## src/rtl/opcode_encoder_issue.sv

```systemverilog
// Collects one-hot operation requests into a pending set and issues them one at a
// time as a 3-bit opcode over a valid/ready handshake, with round-robin or fixed priority.
module opcode_encoder_issue #(
  parameter bit RR_EN = 1'b1
) (
  input  logic       clk,
  input  logic       rst,
  input  logic [7:0] req_in,
  input  logic       ready,
  output logic [2:0] opcode,
  output logic       valid,
  output logic [7:0] pending,
  output logic       overflow,
  output logic       state_o
);

  // Handshake: an opcode transfers on a rising edge where valid && ready. Once valid
  // rises, opcode and valid stay fixed until that transfer or rst; valid never
  // depends combinationally on ready.

  typedef enum logic {IDLE = 1'b0, ISSUE = 1'b1} state_t;

  state_t     state_q;
  logic [2:0] opcode_q;
  logic       valid_q;
  logic [7:0] pending_q, pending_d;
  logic       overflow_q, overflow_d;
  logic [2:0] ptr_q, ptr_d;

  logic       accept;
  logic [7:0] acc_mask;
  logic [7:0] remain;
  logic [2:0] base;
  logic [2:0] sel;
  logic       found;
  logic [2:0] idx;

  always_comb begin
    accept     = valid_q && ready;
    acc_mask   = accept ? (8'b1 << opcode_q) : 8'b0;
    remain     = pending_q & ~acc_mask;
    // Set wins over the clear of an accepted bit, so a same-cycle re-request survives.
    pending_d  = remain | req_in;
    overflow_d = overflow_q | (|(req_in & remain));
    ptr_d      = accept ? opcode_q + 3'd1 : ptr_q;
  end

  // The arbiter sees only registered state: same-cycle req_in never takes part.
  always_comb begin
    base  = RR_EN ? ptr_d : 3'd0;
    sel   = 3'd0;
    found = 1'b0;
    idx   = 3'd0;
    for (int k = 0; k < 8; k++) begin
      idx = base + 3'(k);
      if (!found && remain[idx]) begin
        sel   = idx;
        found = 1'b1;
      end
    end
  end

  always_ff @(posedge clk or posedge rst) begin
    if (rst) begin
      state_q    <= IDLE;
      opcode_q   <= 3'd0;
      valid_q    <= 1'b0;
      pending_q  <= 8'd0;
      overflow_q <= 1'b0;
      ptr_q      <= 3'd0;
    end else begin
      pending_q  <= pending_d;
      overflow_q <= overflow_d;
      ptr_q      <= ptr_d;
      case (state_q)
        IDLE: begin
          if (found) begin
            opcode_q <= sel;
            valid_q  <= 1'b1;
            state_q  <= ISSUE;
          end
        end
        ISSUE: begin
          if (accept) begin
            if (found) begin
              opcode_q <= sel;
              valid_q  <= 1'b1;
              state_q  <= ISSUE;
            end else begin
              valid_q  <= 1'b0;
              state_q  <= IDLE;
            end
          end
        end
        default: begin
          valid_q <= 1'b0;
          state_q <= IDLE;
        end
      endcase
    end
  end

  assign opcode   = opcode_q;
  assign valid    = valid_q;
  assign pending  = pending_q;
  assign overflow = overflow_q;
  assign state_o  = state_q;

endmodule

```

## config.mk

```make
export PLATFORM = sky130hd
export DESIGN_NAME = opcode_encoder_issue
export DESIGN_NICKNAME = d
export VERILOG_FILES = /design/src/rtl/opcode_encoder_issue.sv
export SDC_FILE = /design/constraint.sdc
export NUM_CORES = 1
export LEC_CHECK = 0
export ABC_AREA = 1
export CELL_PAD_IN_SITES_DETAIL_PLACEMENT = 0
export CELL_PAD_IN_SITES_GLOBAL_PLACEMENT = 1
export CORE_MARGIN = 2
export CORE_UTILIZATION = 25
export DETAILED_ROUTE_END_ITERATION = 10
export PLACE_DENSITY = 0.61
export RECOVER_POWER = 100
export SLEW_MARGIN = 30
export SYNTH_ARGS = -nofsm -noshare
export SYNTH_HDL_FRONTEND = slang
export SYNTH_SLANG_ARGS = --single-unit
```

## constraint.sdc

```tcl
create_clock -name clk -period 2.89 [get_ports clk]
set_input_delay 0.578 -clock clk [delete_from_list [all_inputs] [get_ports clk]]
set_output_delay 0.578 -clock clk [all_outputs]
set_load 0.005 [all_outputs]
```

==> results.md <==
- Hold Buf Count CTS: 0
- Crit path max-delay family: simple AND/OR/NAND/NOR gates
- Power Dens Cells: 180 mW/mm^2
- Commonest non-fill, non-tap cell in the layout: nand2_1
- Grt ovf: 0
- Design Area, Final: 0.00248 mm^2
- Worst vdd ir: 0.000106 V
- Core Region: 0.00679 mm^2
- YS warnings: 0
- Avg Inst Size Synth: 6.75 um^2
- Dpl hpwl: 4550 um
- Kind of start point of the critical path: register
- Most frequent cells in the layout: nand2_1, buf_4, nand3_1, inv_1, dfrtp_1
- Row Count: 30
- Yosys reg bits: 17
- Pin count of the biggest net entering global routing: 18
- Register Area: 425 um^2
- Number of DRC violations after detailed-routing iteration 0: 69
- Max_slew headroom: 0.539
- Final hold vios: 0
- Ratio of cells with drive above 1 in the final layout: 0.270
- Run status: complete, no violations
- Antenna fix cells: 0
- DRT antenna net count: 0
- Area occupied by multi-input gates: 0.00118 mm^2
- LEAKAGE: 0.00121 uW
- Setup tns final: 0 ps
- Seq/Total Area, Yosys: 0.242
- CP Class: register to register
- Hold WC Path Type: register to register
- Clock sinks: 17
- Total GRT Usage: 0.151
- TritonCTS buffer count: 3
- Post-Syn Area: 0.00176 mm^2
- Vias in the first global route: 1823
- Crit-path cells: inv_1 > ha_1 > o21ai_4 > inv_2 > buf_4 > ha_2 > inv_1 > nand2_1 > nand2_2 > nor2_1 > a31oi_2 > nor3b_1 > a21oi_1 > nand2_1 > o21ai_2
- Fmax: 375 MHz
- Slew Limit Fails: 0
- GPL Wtd Cong: 0.864
- Die Ht: 87.8 um
- CP bufs+invs: 4
- CP max FO: 4
- Synth Instances: 260
- Critical Path RT: 3040 ps
- WL/cell: 12.9 um
- Nets: 347
- Clock Tree Root: clkbuf_8
- Layout fillers: 761
- H-tree depth: 1
- Clock skew: 1.50 ps
- Least-Margin Pin Slew: 691 ps
- DIE WIDTH: 87.8 um
- Highest-delay cell along the critical path: dfrtp_1
- CTS tree: built
- DRC Markers: 0
- Clk slew on worst S/H paths: 70 ps
- Clock network latency to the later pin of the worst-skew pair: 260 ps
- Antenna violations before repair: 0
- Post-Place Cell Area: 0.00239 mm^2
- WP data arrival: 2810 ps
- Synth cell types: 30
- Drt total wl: 5420 um
- Tmin final: 2670 ps
- DRT Pass-1 Iters: 4
- Final setup vio count: 0
- Die area: 0.00771 mm^2
- Post-Syn Nets: 280
- DR vias: 1873
- Maxcap violations: 0
- Fin crit share: 0.923
- First-pass GRT wire length: 8980 um
- Slowest stage delay, CP: 420 ps
- RSZ-0062 raised after global routing: no
- I/O pin total: 25
- Crit end category: register
- Clock tree buffer depth: 2
- Vias/cell: 4.44
- Initial Utilization: 0.258
- # port buffers: 24
- Area grow syn2layout: 41.1%
## synthesized netlist by cell type (all sizes together)
library cell | count | area share
nand2 | 98 | 0.24
nand3 | 44 | 0.14
inv | 36 | 0.077
dfrtp | 17 | 0.24
nor2 | 15 | 0.041
nand4 | 10 | 0.051
ha | 9 | 0.064
o21ai | 8 | 0.042
a21oi | 5 | 0.014
buf | 4 | 0.026
a31oi | 3 | 0.019
or2 | 3 | 0.011
o22ai | 2 | 0.0071
a21boi | 1 | 0.0043
a221oi | 1 | 0.0050
nand3b | 1 | 0.0043
nor3 | 1 | 0.0028
nor3b | 1 | 0.0071
o21a | 1 | 0.0043
## worst register-to-register path, delay by kind of cell, from the launching register on
| kind | cells | cell delay, ps |
|---|---|---|
| DFF | 1 | 420 |
| adders and majority gates | 2 | 490 |
| and+or+nand+nor | 5 | 650 |
| AOI/OAI and AO/OA | 4 | 620 |
| buffers and inverters | 4 | 360 |
## state kept, by name (all words and copies together) (netlist names)
signal and cells:
opcode 3, overflow 1, pending 8, ptr_q 3, state_o 1, valid 1
## per-layer routing
| metal | global-route usage | up-vias | wire length [um] |
|---|---|---|---|
| met5 | 0 | - | 0 |
| li1 | - | 976 | - |
| met4 | 0.0294 | 0 | 61 |
| met1 | 0.218 | 851 | 2760 |
| met3 | 0.0236 | 7 | 196 |
| met2 | 0.238 | 39 | 2410 |
## cell families (layout without fill, tap and decap cells)
| logic type | count (synthesis) | after routing | share of synthesized area |
|---|---|---|---|
| AO/OA/AOI/OAI | 21 | 21 | 0.0962 |
| adder cells (fa/ha/maj) | 9 | 9 | 0.0641 |
| buffers and inverters | 40 | 106 | 0.103 |
| flip-flops | 17 | 17 | 0.242 |
| AND/OR/NAND/NOR | 173 | 173 | 0.495 |
## final timing paths
check | from | endpoint | slack [ps] | cells past startpoint
setup reg to reg | opcode[1] | opcode[2] | 220 | 15
hold reg to reg | overflow | overflow | 490 | 2
min in group asynchronous | rst | pending[6] | 870 | 2
setup / recovery | opcode[1] | opcode[2] | 220 | 15
hold / removal | overflow | overflow | 490 | 2
max in group asynchronous | rst | opcode[2] | 1580 | 2
## power by group
part | internal (uW) | switching [uW] | total (uW) | leakage, uW
Sequential | 238 | 0.000000000000188 | 238 | 0.000175
Clock | 98.1 | 85.3 | 183 | 0.0000228
Combinational | 13.9 | 11.2 | 25.1 | 0.00101
Total | 350 | 96.4 | 446 | 0.00121
## final cells by class
cell class              instances  share of cell area
well taps                      96              0.0485
repair buffers                 66               0.230
inverters                      36              0.0545
clock buffers                   4              0.0182
multi-input cells             203               0.477
flip-flops and latches         17               0.172
## metrics by stage
step	util	total power (uW)	hold WS, ps	instances	setup WS (ps)
after CTS	0.359	453	502	421	78.9
after detailed placement	0.352	269	484	417	-181
after global placement	0.352	268	491	417	-198
after floorplan	-	250	490	260	230
after global routing	0.365	464	544	422	13.3
final	0.365	446	495	422	224
## timing repair
action	CTS	global route
setup endpoints to repair	0	4
buffers inserted	0	1
gates resized for setup	0	10
Note: power is estimated with default switching activity, not from simulation.
